## src/rtl/mux_arbiter.sv

```systemverilog
// Four-requester round-robin arbiter with a hold limit. It drives a registered one-hot grant,
// a mux select, and the selected data bit, which lags the grant by one cycle.
module mux_arbiter #(
  parameter int unsigned HOLD_MAX = 4
) (
  input  logic       clk,
  input  logic       reset,
  input  logic [3:0] req,
  input  logic       i0,
  input  logic       i1,
  input  logic       i2,
  input  logic       i3,
  output logic [3:0] gnt,
  output logic       s1,
  output logic       s0,
  output logic       out,
  output logic       valid
);

  localparam int unsigned NREQ = 4;
  localparam int unsigned IDXW = 2;
  localparam int unsigned CNTW = 4;

  typedef enum logic {IDLE, OWNED} state_e;

  state_e            state_q, state_d;
  logic [IDXW-1:0]   ptr_q, ptr_d;
  logic [IDXW-1:0]   sel_q, sel_d;
  logic [CNTW-1:0]   cnt_q, cnt_d;
  logic [NREQ-1:0]   gnt_q, gnt_d;
  logic              out_q, out_d;
  logic              valid_q, valid_d;
  logic [NREQ-1:0]   data_vec;
  logic              grant_new;
  logic [IDXW-1:0]   owner_idx;

  assign data_vec = {i3, i2, i1, i0};

  // First set request bit, scanning from p upward with wrap-around.
  function automatic logic [IDXW-1:0] first_req(input logic [NREQ-1:0] r,
                                                input logic [IDXW-1:0] p);
    logic [IDXW-1:0] idx;
    first_req = p;
    for (int k = NREQ - 1; k >= 0; k--) begin
      idx = p + IDXW'(k);
      if (r[idx]) first_req = idx;
    end
  endfunction

  always_comb begin
    state_d   = state_q;
    ptr_d     = ptr_q;
    sel_d     = sel_q;
    cnt_d     = cnt_q;
    gnt_d     = gnt_q;
    valid_d   = (state_q == OWNED);
    out_d     = (state_q == OWNED) ? data_vec[sel_q] : 1'b0;
    grant_new = 1'b0;
    owner_idx = '0;

    case (state_q)
      IDLE: begin
        gnt_d = '0;
        if (|req) grant_new = 1'b1;
      end
      OWNED: begin
        if (req[sel_q] && (cnt_q < CNTW'(HOLD_MAX))) begin
          cnt_d = cnt_q + CNTW'(1);
        end else begin
          // Release: the former owner drops to lowest priority.
          ptr_d = sel_q + IDXW'(1);
          if (|req) begin
            grant_new = 1'b1;
          end else begin
            state_d = IDLE;
            gnt_d   = '0;
            cnt_d   = '0;
          end
        end
      end
      default: state_d = IDLE;
    endcase

    if (grant_new) begin
      owner_idx = first_req(req, ptr_d);
      state_d   = OWNED;
      sel_d     = owner_idx;
      gnt_d     = NREQ'(1) << owner_idx;
      cnt_d     = CNTW'(1);
    end
  end

  always_ff @(posedge clk) begin
    if (reset) begin
      state_q <= IDLE;
      ptr_q   <= '0;
      sel_q   <= '0;
      cnt_q   <= '0;
      gnt_q   <= '0;
      out_q   <= 1'b0;
      valid_q <= 1'b0;
    end else begin
      state_q <= state_d;
      ptr_q   <= ptr_d;
      sel_q   <= sel_d;
      cnt_q   <= cnt_d;
      gnt_q   <= gnt_d;
      out_q   <= out_d;
      valid_q <= valid_d;
    end
  end

  assign gnt   = gnt_q;
  assign s1    = sel_q[1];
  assign s0    = sel_q[0];
  assign out   = out_q;
  assign valid = valid_q;

endmodule

```

## config.mk

```make
export PLATFORM = sky130hd
export DESIGN_NAME = mux_arbiter
export DESIGN_NICKNAME = d
export VERILOG_FILES = /design/src/rtl/mux_arbiter.sv
export SDC_FILE = /design/constraint.sdc
export NUM_CORES = 1
export LEC_CHECK = 0
export BUFFER_PORTS_ARGS = -buffer_cell sky130_fd_sc_hd__buf_2
export CORE_MARGIN = 8
export CORE_UTILIZATION = 47
export DETAILED_ROUTE_END_ITERATION = 16
export GPL_TIMING_DRIVEN = 0
export PLACE_DENSITY_LB_ADDON = 0.05
export REMOVE_ABC_BUFFERS = 1
export SETUP_SLACK_MARGIN = 0.5
export SLEW_MARGIN = 20
export SYNTH_ARGS = -nofsm -noshare
export SYNTH_HDL_FRONTEND = slang
export SYNTH_SLANG_ARGS = --single-unit
```

## constraint.sdc

```tcl
create_clock -name clk -period 2 [get_ports clk]
set_input_delay 0.2 -clock clk [delete_from_list [all_inputs] [get_ports clk]]
set_output_delay 0.2 -clock clk [all_outputs]
set_load 0.005 [all_outputs]
```

==> results of run 1 <==
-- worst paths after layout --
kind	cells past startpoint	slack (ns)	start	end
min	2	0.21	reset	sel_q[0]$_SDFFE_PP0P_
max reg2reg	7	-0.09	sel_q[1]$_SDFFE_PP0P_	gnt[0]$_SDFFE_PP0P_
min reg2reg	2	0.46	gnt[1]$_SDFFE_PP0P_	gnt[1]$_SDFFE_PP0P_
max	7	-0.09	sel_q[1]$_SDFFE_PP0P_	gnt[0]$_SDFFE_PP0P_
-- layout by cell type (no fill, tap or decap), types with 2 or more instances in the layout --
master and count:
a21oi_1 5, a31oi_1 2, a32o_1 2, and2_1 2, and3_1 4, buf_2 17
buf_4 7, clkbuf_4 3, dfxtp_1 12, dfxtp_4 2, inv_1 2, mux2i_4 4
nand2_1 4, nand2b_1 3, nand3b_1 2, nor2_1 13, nor3_1 3, o21ai_0 3
-- metrics by stage --
stage | setup slack (ns) | utilization, % | instances | total power [uW] | hold WS, ns
floorplan | -0.06920 | - | 89 | 539.0 | 0.2646
global placement | -0.3395 | 54.95 | 131 | 612.9 | 0.4317
detailed placement | -0.3526 | 54.95 | 131 | 617.4 | 0.4400
CTS | -0.04776 | 60.95 | 139 | 847.9 | 0.2119
global route | -0.1408 | 66.08 | 142 | 953.4 | 0.2423
finish | -0.09018 | 66.08 | 142 | 902.9 | 0.2112
-- state kept, by name, indices dropped and copies added (netlist names) --
| name | count |
|---|---|
| out | 1 |
| state_q | 1 |
| valid | 1 |
| sel_q | 2 |
| gnt | 4 |
| ptr_q | 2 |
| cnt_q | 4 |
-- cell families after synthesis --
logic type,after synthesis,share of synthesized area [%]
simple gates,40,26.99
mux,6,9.145
xor+xnor,1,1.050
buf+inv,5,2.399
fa+ha+maj,1,1.499
compound gates,24,22.94
flops,15,35.98
-- metal layers --
layer  up-vias  GRT usage (%)  part of all wire (%)
li1        397              -                     -
met1       394          16.20                    41
met2        33          21.34                    50
met3         4          3.753                   7.8
met4         0          4.895                   1.1
met5         -              0                     0
-- power groups by stage --
stage	clock network, uW	registers, uW	logic, uW
2_1_floorplan	0	368	171
3_3_place_gp	0	371	242
3_5_place_dp	0	373	245
4_1_cts	182	365	301
5_1_grt	193	376	385
6_report	176	370	357
-- timing repair --
action                                  in CTS  in global routing
resized for setup                           12                 11
buffers inserted                             4                  3
pin swaps                                    5                  2
cloned                                       0                  0
endpoints found under the setup margin      11                 11
-- layout make-up --
type,count,area (um^2),area share (%)
inverters,2,7.507,0.6652
repair buffers,24,137.6,12.20
flip-flops and latches,15,309.0,27.38
well taps,25,31.28,2.772
clock inverters,1,5.005,0.4435
multi-input cells,72,615.6,54.55
clock buffers,3,22.52,1.996
==> run metrics, run 1 <==
asr flop ratio synth 0%; number of inserted diodes 0; root buffer cell clkbuf_4; CP max FO 4; Initial Util between 40% and 50%; Max transition margin between 40% and 50%; first-pass GRT wire length about 3.6 mm; worst path arrival time around 2.3 ns; Switching Share between 30% and 40%; # hold bufs at CTS 0; failing checks negative setup slack; H-tree depth 1; Ports 18; post-synthesis cell count a little over 90; number of global-route vias before repair between 700 and 800; cell taking the most area after synthesis dfxtp_1; fin crit period roughly 2.1 ns; DRT iter0 DRCs 17; Setup-failing EPs final 5; initial antenna violation count 0; Worst-path clk slew about 0.1 ns; average wire per standard cell approximately 16 um; Die X 58.14 um; clock sinks 15; Die ar. 3380 um^2; WP buf/inv 1; setup TNS -0.2748 ns; PortBufs 17; VDD IR max between 0.3 and 0.4 mV; synthesis-stage register bit count 15; Mapped Area ~830 um^2; slowest CP cell or3b_4; Num CTS Buffers 3; Area contributors post-synth dfxtp_1 36%, nor2_1 5.8%, mux2i_1 4.8%; clock power share 19.5%; CP Capture Type flip-flop; max-slew violation count 0; sequential fraction of the synthesis area 35.98%; Cell Area, Placed 938.4 um^2; post-route cell area about 1100 um^2; CP max stage delay ~0.4 ns; die height 58.14 um; Leak 0.0004542 uW; number of synthesized flops with an enable pin 0; CP startpoint kind flip-flop; layout cells sized above 1 a little over two fifths; Detail Route Antenna Nets 0; worst setup margin -0.09018 ns; Filler cells around 140; Sw Pwr just over 300 uW; fin crit share 104.5%; Worst Clk Skew approximately 0.0071 ns; Initial DRT Pass Iterations 4; FMAX 0.4784 GHz; CTS tree built; final-report hold violation count 0; PwrDens 800.0 nW/um^2; Clock Latency Late Sink between 0.2 and 0.3 ns; detailed-route DRC error count 0; outcome finished, violations left; Hold Path Class in -> reg; combinational share of power approximately two fifths; Vias 828; row count 15; area delta synth->final 35.23%; cell family with most CP delay compound AO/OA/AOI/OAI gates; GRT Overall Usage around an eighth; Least-Margin Pin Slew ~0.83 ns; Cell Int Power 591.0 uW; largest net degree at the start of global routing 12; CP Cell Sequence or3b_4 -> o221ai_4 -> mux2i_4 -> buf_4 -> o2bb2a_4 -> nand3_4 -> a32o_1; sequential share of power about two fifths; DRT Wirelength between 2 and 2.5 mm; most numerous cell in the Yosys netlist dfxtp_1; Crit Path Class reg -> reg; Post-synth top cells 15 x dfxtp_1, 13 x nor2_1, 6 x a21oi_1; Ys Warns 0; Final #Nets approximately 130; Synth Area per Inst ~9.1 um^2; gpl congestion approximately 0.90; Unique masters post-synth 39; GRT overflow 0; ys flop type dfxtp_1; Max Cap Viol 0; DP Wirelength ~1.5 mm; Yosys top cell area share a little over a third; Max clock buf depth 2; core area between 1500 and 2000 um^2; Worst EP required 2.18 ns; RSZ-0062 raised after global routing yes; routed vias/inst 5.831
(Power assumes the default switching activity.)
==> inputs of run 2 (changes only) <==
--- a/config.mk
+++ b/config.mk
@@ -7,7 +7,7 @@
 export LEC_CHECK = 0
 export BUFFER_PORTS_ARGS = -buffer_cell sky130_fd_sc_hd__buf_2
 export CORE_MARGIN = 8
-export CORE_UTILIZATION = 47
+export CORE_UTILIZATION = 55
 export DETAILED_ROUTE_END_ITERATION = 16
 export GPL_TIMING_DRIVEN = 0
 export PLACE_DENSITY_LB_ADDON = 0.05
==> constraint.sdc (replaced) <==
create_clock -name clk -period 2.6 [get_ports clk]
set_input_delay 0.26 -clock clk [delete_from_list [all_inputs] [get_ports clk]]
set_output_delay 0.26 -clock clk [all_outputs]
set_load 0.005 [all_outputs]
==> run 2 against run 1 <==
Via count decreased by 4.7%; the flow now finishes without violations; combinational power decreased by 36%; core utilization increased by 3.6 points; global-route usage increased by 1.7 points; non-clock buffer count decreased by 3; highest routed layer unchanged; critical path type unchanged.
==> run metrics, run 2 (synthesis gave the netlist of run 1 again) <==
first-pass GRT wire length 3.401 mm (-4.8%); Initial DRT Pass Iterations 4 (unchanged); core area 1471 um^2 (-14%); Filler cells 118 (-18%); DRT iter0 DRCs 36 (+19); max-slew violation count 0 (unchanged); Crit. path cell count 6 (-1); Crit Path Class reg -> reg; Die ar. 3020 um^2 (-11%); cell family with most CP delay simple AND/OR/NAND/NOR gates; GRT Overall Usage 14.89% (+1.7 points); commonest non-fill, non-tap cell in the layout buf_2; clock sinks 15 (unchanged); gpl congestion 0.8593 (-4.3%); reg2reg path depth 6 (-1); CP Capture Type flip-flop; overall power after layout 646.9 uW (-28%); RSZ-0062 raised after global routing yes; worst path arrival time 2.27 ns (about the same); WP buf/inv 0 (-1); Detail Route Antenna Nets 0 (unchanged); Initial Util 56.72% (+7.9 points); CP max FO 4 (unchanged); reg2reg start sel_q[1]$_SDFFE_PP0P_; number of global-route vias before repair 771 (-3.3%); r2r setup slk 0.52 ns (+0.61 ns); CP startpoint kind flip-flop; VDD IR max 0.3388 mV (-0.88%); initial antenna violation count 0 (unchanged); PwrDens 630.6 nW/um^2 (-21%); slowest CP cell or3b_4; DRT Wirelength 2.131 mm (-6.9%); DP Wirelength 1.498 mm (+1.3%); Critical Path Sink gnt[0]$_SDFFE_PP0P_; Reg-to-Reg End gnt[0]$_SDFFE_PP0P_; Worst-path clk slew 0.10 ns (about the same); Leak 0.0004339 uW (-4.5%); Worst Clk Skew 0.005700 ns (-0.001429 ns); number of inserted diodes 0 (unchanged); Die X 54.96 um (-5.5%); row count 14 (-1); FMAX 0.4806 GHz (+0.46%); fin crit share 80.03% (-24 points); PortBufs 17 (unchanged); Vias 789 (-4.7%); Max transition margin 46.00% (+1.9 points); setup TNS 0 ns (+0.2748 ns); die height 54.96 um (-5.5%); hold depth 2 (unchanged); Clock Latency Late Sink 0.28 ns (about the same); Worst EP required 2.79 ns (+0.61 ns); CP max stage delay 0.40 ns (about the same); final-report hold violation count 0 (unchanged); largest net degree at the start of global routing 12 (unchanged); detailed-route DRC error count 0 (unchanged); # hold bufs at CTS 0 (unchanged); average wire per standard cell 16.39 um (+1.7%); fin util 69.73% (+3.6 points); layout cells sized above 1 33.33% (-8.5 points); root buffer cell clkbuf_4; commonest cells after routing, fill and taps aside 17 x buf_2, 13 x nor2_1, 13 x dfxtp_1; CP Launch Point sel_q[1]$_SDFFE_PP0P_; Max Cap Viol 0 (unchanged); CTS tree built; Final #Nets 126 (-2.3%); Ports 18 (unchanged); routed vias/inst 6.069 (+4.1%); Least-Margin Pin Slew 0.8026 ns (-0.02799 ns); Setup-failing EPs final 0 (-5); CP Cell Sequence or3b_4 -> o221ai_4 -> mux2i_4 -> nand4b_1 -> and3_4 -> a32o_1; area delta synth->final 22.94%; fin crit period 2.081 ns (-0.009498 ns); H-tree depth 1 (unchanged); Num CTS Buffers 3 (unchanged); outcome complete, no violations; Max clock buf depth 2 (unchanged); Hold Path Class in -> reg; GRT overflow 0 (unchanged)
## run 2: how the worst min path moves through the flow
| stage | from | to | slack [ns] |
|---|---|---|---|
| after floorplan | reset | sel_q[1]$_SDFFE_PP0P_ | 0.32 |
| after global placement | gnt[1]$_SDFFE_PP0P_ | gnt[1]$_SDFFE_PP0P_ | 0.44 |
| after detailed placement | gnt[1]$_SDFFE_PP0P_ | gnt[1]$_SDFFE_PP0P_ | 0.45 |
| after CTS | reset | sel_q[1]$_SDFFE_PP0P_ | 0.27 |
| after global routing | reset | sel_q[1]$_SDFFE_PP0P_ | 0.26 |
| final | reset | sel_q[1]$_SDFFE_PP0P_ | 0.27 |
## run 2: area by class of cell
type | instances | area [um^2] | area share, %
timing repair buffer | 21 | 115.1 | 11.22
multi-input combinational | 72 | 550.5 | 53.66
inverter | 2 | 7.507 | 0.7317
clock buffer | 3 | 22.52 | 2.195
tap | 16 | 20.02 | 1.951
sequential | 15 | 305.3 | 29.76
clock inverter | 1 | 5.005 | 0.4878
## run 2: repair_timing
item	4_1_cts	5_1_grt
setup endpoints to repair	6	5
pin swaps	2	2
buffers inserted	3	1
resized for setup	6	4
cloned	0	0
## run 2: report_power, final
group	switching, uW	leakage (uW)	internal [uW]
Sequential	27.6	0.000124	255
Clock	78.0	0.0000177	57.1
Combinational	117	0.000292	112
## run 2: per-layer routing
metal,GRT usage (%),wire length (um),vias to the layer above
met5,0,0,-
met4,3.600,17,0
met3,2.674,153,4
met2,26.42,1100,31
met1,18.15,859,364
li1,-,-,390
## run 2: stage by stage
stage          setup slack [ns]  instances  hold WS, ns  instance area, um^2
6_report                 0.5193        130       0.2714                 1026
5_1_grt                  0.4568        130       0.2625                 1026
4_1_cts                  0.5082        129       0.2693                998.5
3_5_place_dp             0.2720        122       0.4488                927.1
3_3_place_gp             0.2947        122       0.4369                927.1
2_1_floorplan            0.5308         89       0.3246                822.0
